**config.mk**
```make
export PLATFORM = sky130hd
export DESIGN_NAME = mips_multicycle_ctrl
export DESIGN_NICKNAME = d
export VERILOG_FILES = /design/src/rtl/mips_ctrl_pkg.sv /design/src/rtl/mips_ctrl_decode.sv /design/src/rtl/mips_multicycle_ctrl.sv
export SDC_FILE = /design/constraint.sdc
export NUM_CORES = 1
export LEC_CHECK = 0
export BUFFER_PORTS_ARGS = -buffer_cell sky130_fd_sc_hd__buf_2
export CORE_MARGIN = 4
export CORE_UTILIZATION = 47
export DETAILED_ROUTE_END_ITERATION = 8
export HOLD_SLACK_MARGIN = 0.03
export PLACE_DENSITY = 0.76
export SYNTH_ARGS = -nofsm -noshare
export SYNTH_HDL_FRONTEND = slang
export SYNTH_SLANG_ARGS = --single-unit
```
**constraint.sdc**
```tcl
create_clock -name i_clk -period 1.8 [get_ports i_clk]
set_input_delay 0.09 -clock i_clk [delete_from_list [all_inputs] [get_ports i_clk]]
set_output_delay 0.09 -clock i_clk [all_outputs]
set_load 0.005 [all_outputs]
```
**src/rtl/mips_ctrl_pkg.sv**
```systemverilog
// rtl/mips_ctrl_pkg.sv - shared encodings for the MIPS multi-cycle controller
//
// Purpose: state encodings, opcode/funct constants, datapath select codes,
//          the control bundle struct and the S_DECODE dispatch function.
// Ports:   none (package).
package mips_ctrl_pkg;

  // FSM state encodings (all 16 codes of the 4-bit state register are used)
  localparam logic [3:0] S_RESET    = 4'd0;
  localparam logic [3:0] S_FETCH    = 4'd1;
  localparam logic [3:0] S_DECODE   = 4'd2;
  localparam logic [3:0] S_EXEC_R   = 4'd3;
  localparam logic [3:0] S_WB_R     = 4'd4;
  localparam logic [3:0] S_EXEC_I   = 4'd5;
  localparam logic [3:0] S_WB_I     = 4'd6;
  localparam logic [3:0] S_MEM_ADDR = 4'd7;
  localparam logic [3:0] S_MEM_RD   = 4'd8;
  localparam logic [3:0] S_WB_MEM   = 4'd9;
  localparam logic [3:0] S_MEM_WR   = 4'd10;
  localparam logic [3:0] S_BRANCH   = 4'd11;
  localparam logic [3:0] S_JUMP     = 4'd12;
  localparam logic [3:0] S_JAL      = 4'd13;
  localparam logic [3:0] S_JR       = 4'd14;
  localparam logic [3:0] S_TRAP     = 4'd15;

  // Primary opcodes, instruction[31:26]
  localparam logic [5:0] OP_RTYPE = 6'h00;
  localparam logic [5:0] OP_J     = 6'h02;
  localparam logic [5:0] OP_JAL   = 6'h03;
  localparam logic [5:0] OP_BEQ   = 6'h04;
  localparam logic [5:0] OP_BNE   = 6'h05;
  localparam logic [5:0] OP_ADDI  = 6'h08;
  localparam logic [5:0] OP_XORI  = 6'h0E;
  localparam logic [5:0] OP_LW    = 6'h23;
  localparam logic [5:0] OP_SW    = 6'h2B;

  // R-type function codes, instruction[5:0]
  localparam logic [5:0] FN_JR  = 6'h08;
  localparam logic [5:0] FN_ADD = 6'h20;
  localparam logic [5:0] FN_SUB = 6'h22;
  localparam logic [5:0] FN_SLT = 6'h2A;

  // ALU operation codes
  localparam logic [2:0] ALU_ADD = 3'b000;
  localparam logic [2:0] ALU_SUB = 3'b001;
  localparam logic [2:0] ALU_XOR = 3'b010;
  localparam logic [2:0] ALU_SLT = 3'b011;

  // PC source select
  localparam logic [1:0] PCS_PLUS4  = 2'b00;
  localparam logic [1:0] PCS_BRANCH = 2'b01;
  localparam logic [1:0] PCS_JUMP   = 2'b10;
  localparam logic [1:0] PCS_JR     = 2'b11;

  // Register destination select
  localparam logic [1:0] RDS_RT  = 2'b00;
  localparam logic [1:0] RDS_RD  = 2'b01;
  localparam logic [1:0] RDS_R31 = 2'b10;

  // Write-back source select
  localparam logic [1:0] WBS_ALU = 2'b00;
  localparam logic [1:0] WBS_MEM = 2'b01;
  localparam logic [1:0] WBS_PC4 = 2'b10;

  // Datapath control bundle produced by the decoder each cycle
  typedef struct packed {
    logic       mem_req;
    logic       mem_write;
    logic       ir_write;
    logic       pc_write;
    logic       reg_write;
    logic [1:0] pc_src;
    logic [1:0] reg_dst;
    logic [1:0] wb_src;
    logic       alu_src_b;
    logic [2:0] alu_op;
  } ctrl_t;

  // Successor of S_DECODE; anything not recognised lands in S_TRAP
  function automatic logic [3:0] decode_target(input logic [5:0] op,
                                               input logic [5:0] funct);
    logic [3:0] t;
    t = S_TRAP;
    case (op)
      OP_LW, OP_SW:     t = S_MEM_ADDR;
      OP_ADDI, OP_XORI: t = S_EXEC_I;
      OP_BEQ, OP_BNE:   t = S_BRANCH;
      OP_J:             t = S_JUMP;
      OP_JAL:           t = S_JAL;
      OP_RTYPE: begin
        case (funct)
          FN_ADD, FN_SUB, FN_SLT: t = S_EXEC_R;
          FN_JR:                  t = S_JR;
          default:                t = S_TRAP;
        endcase
      end
      default:          t = S_TRAP;
    endcase
    return t;
  endfunction

endpackage

```
**src/rtl/mips_ctrl_decode.sv**
```systemverilog
// rtl/mips_ctrl_decode.sv - combinational state-to-control decoder
//
// Purpose: maps the current state plus IR fields and handshakes onto the
//          datapath control bundle, the natural next state and a retire pulse.
// Ports:   i_state     current FSM state
//          i_op        instruction[31:26]
//          i_funct     instruction[5:0]
//          i_zero      ALU zero flag
//          i_mem_ready memory handshake
//          o_ctrl      datapath strobes and selects
//          o_next      next state ignoring reset and reset-hold
//          o_retire    instruction completes this cycle
module mips_ctrl_decode
  import mips_ctrl_pkg::*;
(
  input  logic [3:0] i_state,
  input  logic [5:0] i_op,
  input  logic [5:0] i_funct,
  input  logic       i_zero,
  input  logic       i_mem_ready,
  output ctrl_t      o_ctrl,
  output logic [3:0] o_next,
  output logic       o_retire
);

  always_comb begin
    o_ctrl   = '0;
    o_next   = i_state;
    o_retire = 1'b0;
    case (i_state)
      S_RESET: o_next = S_FETCH;

      S_FETCH: begin
        o_ctrl.mem_req = 1'b1;
        if (i_mem_ready) begin
          o_ctrl.ir_write = 1'b1;
          o_ctrl.pc_write = 1'b1;
          o_ctrl.pc_src   = PCS_PLUS4;
          o_next          = S_DECODE;
        end
      end

      S_DECODE: o_next = decode_target(i_op, i_funct);

      S_EXEC_R: begin
        o_ctrl.alu_src_b = 1'b0;
        case (i_funct)
          FN_SUB:  o_ctrl.alu_op = ALU_SUB;
          FN_SLT:  o_ctrl.alu_op = ALU_SLT;
          default: o_ctrl.alu_op = ALU_ADD;
        endcase
        o_next = S_WB_R;
      end

      S_WB_R: begin
        o_ctrl.reg_write = 1'b1;
        o_ctrl.reg_dst   = RDS_RD;
        o_ctrl.wb_src    = WBS_ALU;
        o_retire         = 1'b1;
        o_next           = S_FETCH;
      end

      S_EXEC_I: begin
        o_ctrl.alu_src_b = 1'b1;
        o_ctrl.alu_op    = (i_op == OP_XORI) ? ALU_XOR : ALU_ADD;
        o_next           = S_WB_I;
      end

      S_WB_I: begin
        o_ctrl.reg_write = 1'b1;
        o_ctrl.reg_dst   = RDS_RT;
        o_ctrl.wb_src    = WBS_ALU;
        o_retire         = 1'b1;
        o_next           = S_FETCH;
      end

      S_MEM_ADDR: begin
        o_ctrl.alu_src_b = 1'b1;
        o_ctrl.alu_op    = ALU_ADD;
        o_next           = (i_op == OP_SW) ? S_MEM_WR : S_MEM_RD;
      end

      S_MEM_RD: begin
        o_ctrl.mem_req = 1'b1;
        if (i_mem_ready) o_next = S_WB_MEM;
      end

      S_WB_MEM: begin
        o_ctrl.reg_write = 1'b1;
        o_ctrl.reg_dst   = RDS_RT;
        o_ctrl.wb_src    = WBS_MEM;
        o_retire         = 1'b1;
        o_next           = S_FETCH;
      end

      S_MEM_WR: begin
        o_ctrl.mem_req   = 1'b1;
        o_ctrl.mem_write = i_mem_ready;
        if (i_mem_ready) begin
          o_retire = 1'b1;
          o_next   = S_FETCH;
        end
      end

      S_BRANCH: begin
        o_ctrl.alu_src_b = 1'b0;
        o_ctrl.alu_op    = ALU_SUB;
        o_ctrl.pc_src    = PCS_BRANCH;
        // Only the taken direction updates PC; PC already holds PC+4 otherwise
        o_ctrl.pc_write  = ((i_op == OP_BEQ) &  i_zero) |
                           ((i_op == OP_BNE) & ~i_zero);
        o_retire         = 1'b1;
        o_next           = S_FETCH;
      end

      S_JUMP: begin
        o_ctrl.pc_write = 1'b1;
        o_ctrl.pc_src   = PCS_JUMP;
        o_retire        = 1'b1;
        o_next          = S_FETCH;
      end

      S_JAL: begin
        // PC still holds PC+4 this cycle, so link and jump share one cycle
        o_ctrl.pc_write  = 1'b1;
        o_ctrl.pc_src    = PCS_JUMP;
        o_ctrl.reg_write = 1'b1;
        o_ctrl.reg_dst   = RDS_R31;
        o_ctrl.wb_src    = WBS_PC4;
        o_retire         = 1'b1;
        o_next           = S_FETCH;
      end

      S_JR: begin
        o_ctrl.pc_write = 1'b1;
        o_ctrl.pc_src   = PCS_JR;
        o_retire        = 1'b1;
        o_next          = S_FETCH;
      end

      S_TRAP: o_next = S_TRAP;

      default: o_next = S_RESET;
    endcase
  end

endmodule

```
**src/rtl/mips_multicycle_ctrl.sv**
```systemverilog
// rtl/mips_multicycle_ctrl.sv - multi-cycle sequencing controller for the MIPS datapath
//
// Purpose: holds the phase state register, reset-hold counter, retired
//          instruction counter and sticky illegal flag; drives datapath
//          strobes and selects through mips_ctrl_decode.
// Ports:   i_clk, i_reset   clock, synchronous active-high reset
//          i_op, i_funct    latched instruction fields
//          i_zero           ALU zero flag
//          i_mem_ready      memory handshake
//          o_mem_req, o_mem_write, o_ir_write, o_pc_write, o_reg_write  strobes
//          o_pc_src, o_reg_dst, o_wb_src, o_alu_src_b, o_alu_op         selects
//          o_illegal        sticky trap flag
//          o_retired        retired-instruction count
//          o_state          current state (debug)
module mips_multicycle_ctrl
  import mips_ctrl_pkg::*;
#(
  parameter int CNT_W         = 32,
  parameter int RESET_PC_HOLD = 1
) (
  input  logic             i_clk,
  input  logic             i_reset,
  input  logic [5:0]       i_op,
  input  logic [5:0]       i_funct,
  input  logic             i_zero,
  input  logic             i_mem_ready,
  output logic             o_mem_req,
  output logic             o_mem_write,
  output logic             o_ir_write,
  output logic             o_pc_write,
  output logic [1:0]       o_pc_src,
  output logic             o_reg_write,
  output logic [1:0]       o_reg_dst,
  output logic [1:0]       o_wb_src,
  output logic             o_alu_src_b,
  output logic [2:0]       o_alu_op,
  output logic             o_illegal,
  output logic [CNT_W-1:0] o_retired,
  output logic [3:0]       o_state
);

  localparam logic [1:0]       HOLD_LAST = 2'(RESET_PC_HOLD - 1);
  localparam logic [CNT_W-1:0] CNT_ONE   = {{(CNT_W-1){1'b0}}, 1'b1};

  logic [3:0]       r_state;
  logic [1:0]       r_hold;
  logic [CNT_W-1:0] r_retired;
  logic             r_illegal;

  ctrl_t      w_ctrl;
  logic [3:0] w_next;
  logic [3:0] w_state_d;
  logic       w_retire;
  logic       w_hold_done;
  logic       w_strobe_en;

  mips_ctrl_decode u_decode (
    .i_state     (r_state),
    .i_op        (i_op),
    .i_funct     (i_funct),
    .i_zero      (i_zero),
    .i_mem_ready (i_mem_ready),
    .o_ctrl      (w_ctrl),
    .o_next      (w_next),
    .o_retire    (w_retire)
  );

  assign w_hold_done = (r_hold == HOLD_LAST);

  // S_RESET lingers until the hold counter has covered RESET_PC_HOLD cycles
  assign w_state_d = ((r_state == S_RESET) && !w_hold_done) ? S_RESET : w_next;

  always_ff @(posedge i_clk) begin
    if (i_reset) begin
      r_state   <= S_RESET;
      r_hold    <= '0;
      r_retired <= '0;
      r_illegal <= 1'b0;
    end else begin
      r_state <= w_state_d;
      if ((r_state == S_RESET) && !w_hold_done) begin
        r_hold <= r_hold + 2'd1;
      end
      if (w_retire) begin
        r_retired <= r_retired + CNT_ONE;
      end
      if (w_state_d == S_TRAP) begin
        r_illegal <= 1'b1;
      end
    end
  end

  // Reset aborts the in-flight instruction: no write strobe may leak out in
  // the reset cycle even if the decoder sees a completing handshake.
  assign w_strobe_en = ~i_reset;

  assign o_mem_req   = w_ctrl.mem_req   & w_strobe_en;
  assign o_mem_write = w_ctrl.mem_write & w_strobe_en;
  assign o_ir_write  = w_ctrl.ir_write  & w_strobe_en;
  assign o_pc_write  = w_ctrl.pc_write  & w_strobe_en;
  assign o_reg_write = w_ctrl.reg_write & w_strobe_en;
  assign o_pc_src    = w_ctrl.pc_src;
  assign o_reg_dst   = w_ctrl.reg_dst;
  assign o_wb_src    = w_ctrl.wb_src;
  assign o_alu_src_b = w_ctrl.alu_src_b;
  assign o_alu_op    = w_ctrl.alu_op;
  assign o_illegal   = r_illegal;
  assign o_retired   = r_retired;
  assign o_state     = r_state;

endmodule

```
==> metrics.md <==
| Metric | Value |
|---|---|
| Status | finished, final reports clean |
| Sequential group share of total power | between 40% and 50% |
| Pwr per Cell Area | approximately 670 nW/µm² |
| Per-cell routed wire length | approximately 14 µm |
| Unique masters post-synth | 54 |
| Number of synthesized register bits | 39 |
| Timing-limited maximum frequency | between 0.5 and 0.6 GHz |
| Most used DFF post-synth | dfxtp_1 |
| Setup repair after global routing missed its margin | true |
| Cell class contributing the biggest share of worst-path delay | simple AND/OR/NAND/NOR gates |
| Drt first-iter violations | between 200 and 300 |
| Tightest Hold Check Type | in2reg |
| Cell row count | 25 |
| Routed WL | about 6400 µm |
| Highest net fanout along the worst path | 14 |
| Floorplan die width | about 80 µm |
| Largest stage delay on the critical path | slightly above 0.5 ns |
| Largest vdd supply drop | ~0.00040 V |
| Syn-to-layout area delta | 34.96% |
| Final worst slack | slightly above 0.05 ns |
| Cell Area, Synth | around 2400 µm² |
| Global-route met2 utilization | approximately 34% |
| Library cell occupying the most area in the post-synthesis netlist | dfxtp_1 |
| Post-route standard cell area excluding fillers | approximately 3300 µm² |
| Maximum level of the CTS H-tree | 2 |
| GRT Max-Usage Layer | met2 |
| Total congestion overflow | 0 |
| CTS max path bufs | 2 |
| Total net switching power | slightly above 700 µW |
| Critical path startpoint category | flop |
| Core outline area | about 4800 µm² |
| Clock Power Share | about a quarter |
| Worst setup timing slack at the placement stage | -0.008124 ns |
| Non-Filler Instances | around 470 |
| Layout Skew | 0.008628 ns |
| Critical Path Sink Type | output port |
| Port Buf Inserts | between 60 and 70 |
| Syn_nets | between 300 and 400 |
| Count of unresolved DRC violations after routing | 0 |
| Cell breakdown of the critical path | buf_12 > nand2b_4 > or4_4 > o21ai_2 > buf_2 |
| Hpwl dp | about 4700 µm |
| Net count reported at finish | between 400 and 500 |
| Fraction of layout instances using a drive strength above 1 | about 37% |
| Global-route total usage across every layer | between 20% and 30% |
| Total placed instance area | roughly 3000 µm² |
| WP data required | roughly 1.7 ns |
| Worst slew margin relative to its limit | a little under two thirds |
| Number of iterations in the first detailed-routing pass | 6 |
| Largest net degree at the start of global routing | 33 |
| Number of global-route vias before repair | 2,255 |
| Number of sinks on the clock net | 39 |
| Synthesized area per cell | between 7 and 8 µm² |
| Total count of max-transition violations in the final report | 0 |
| Combinational group share of total power | 30.8% |
| Area fraction of the dominant cell type after synthesis | between 30 and 40% |
| Most used cells in the layout excluding fill and tap cells | buf_2, nor2_1, buf_4 |
| Endpoint arrival time on the critical path | around 1.7 ns |
| Total via count after detailed routing | about 2,600 |
| Leakage power | about 1.3 nW |
| Switching share of power | about a third |
| Initial standard-cell utilization of the core | between 40% and 50% |
| Leading cell type in the layout, fill and taps excluded | buf_2 |
| Area of the die | 6343 µm² |
| Final RePlAce weighted congestion | approximately 0.85 |
| Transition time at the pin with the least slew margin | 0.5452 ns |
| Final setup TNS | 0 ns |
| Async set or reset register ratio after synthesis | 0% |
| CTS Root Buffer Type | clkbuf_8 |
| Global-route met3 utilization | about 4.4% |
| I/O pins | 68 |
| CTS tree | built |
| Slowest cell on the critical path | or4_4 |
| Number of antenna cells inserted | 0 |
| Dominant cells by area after synthesis | dfxtp_1, xnor2_1, nor2_1, nor3_1, nor4b_1 |
| Remaining antenna violation count after routing | 0 |
| Cell count after placement | 453 |
| Tmin final | 1.749 ns |
| Worst-skew pair later-pin latency | slightly below 0.3 ns |
| Routed vias/inst | between 5 and 6 |
| Clock transition at the register clock pins on the worst setup and hold paths after CTS | about 0.08 ns |
| Inserted Clock Buffers | 5 |
| Number of flops mapped to enable cells by yosys | 0 |
| Setup violations, final | 0 |
| Total internal power | about 1.5 mW |
| Met1 Use GR | 26.95% |
| Hold buffer count at cts | 0 |
| Global-route wire length before repair | around 10,000 µm |
| Sequential-to-total area share from yosys stat | about a third |
| Util after Layout | 67.15% |
| Vert. Die Dim | between 70 and 80 µm |
| WS Path Type | reg2out |
| YS warnings | 0 |
| Final Hold Viols | 0 |
| Final critical-path share of the clock period | between 90% and 100% |
| Total buffers and inverters traversed by the critical path | 2 |
| Antenna violations before repair | 0 |
| Gate Count Post-Synth | around 300 |
| Max-cap violation count | 0 |
layout make-up:
type	count	area, µm²
fillers	397	1593
multi-input cells	234	1564
flip-flops and latches	39	803.3
repair buffers	108	685.7
well taps	67	83.83
clock buffers	6	72.57
inverters	9	33.78
clock inverters	2	12.51
metal layers:
metal  part of all wire [%]  routed length (µm)  vias up
li1                       -                   -     1267
met1                     45                2915     1202
met2                     48                3055       87
met3                    6.1                 392        8
met4                    1.1                  68        0
met5                      0                   0        -
Yosys cell counts (4+ instances only):
library cell  count
and4_1            4
nand2_1          19
clkbuf_1         15
o31ai_1           5
nor3b_1           5
a21oi_1          11
xnor2_1          28
buf_1             4
nand2b_1          7
nor2_1           44
nor3_1           16
inv_1             9
xor2_1            4
dfxtp_1          39
nor4b_1           9
nor4_1           12
o21ai_0           5
nand3_1          13
nand4_1           5
power by group through the flow:
| stage | logic (mW) | registers (mW) | clock network [mW] |
|---|---|---|---|
| 6_report | 0.669 | 0.932 | 0.575 |
| 4_1_cts | 0.593 | 0.917 | 0.597 |
| 3_3_place_gp | 0.567 | 0.928 | 0 |
| 5_1_grt | 0.732 | 0.936 | 0.631 |
| 2_1_floorplan | 0.373 | 0.931 | 0 |
| 3_5_place_dp | 0.573 | 0.931 | 0 |
kinds of logic (layout without fill, tap and decap cells):
kind of cell               count (synthesis)  in the layout  synth area share, %
adders and majority gates                  2              2                1.037
AOI/OAI and AO/OA                         40             40                11.20
xor gates and xnor gates                  32             32                11.62
and+or+nand+nor                          156            156                36.31
buffers and inverters                     34            125                6.068
other                                      1              1               0.1555
muxes                                      3              3                1.245
DFF                                       39             39                32.37
repair_timing:
| action | CTS | global route |
|---|---|---|
| pin swaps | 0 | 9 |
| setup endpoints to repair | 4 | 21 |
| buffers inserted | 0 | 4 |
| resized for setup | 8 | 32 |
| endpoints found under the hold margin | 0 | 0 |
worst paths after layout:
| check | from | endpoint | slack (ns) | depth (start not counted) |
|---|---|---|---|---|
| max | o_state[3] | o_alu_op[1] | 0.05 | 5 |
| min | i_reset | o_retired[13] | 0.26 | 2 |
| max reg2reg | o_retired[14] | o_retired[28] | 0.05 | 5 |
| min reg2reg | o_illegal | o_illegal | 0.46 | 2 |
sequential cells by signal (all words and copies together) (netlist names):
| register | flops |
|---|---|
| o_state | 4 |
| r_hold | 2 |
| o_illegal | 1 |
| o_retired | 32 |
metrics by stage:
stage | hold slack [ns] | power [mW]
global route | 0.2824 | 2.299
floorplan | 0.2853 | 1.303
finish | 0.2612 | 2.177
CTS | 0.2475 | 2.107
global placement | 0.4463 | 1.495
detailed placement | 0.4513 | 1.505
Note: power is estimated with default switching activity, not from simulation.
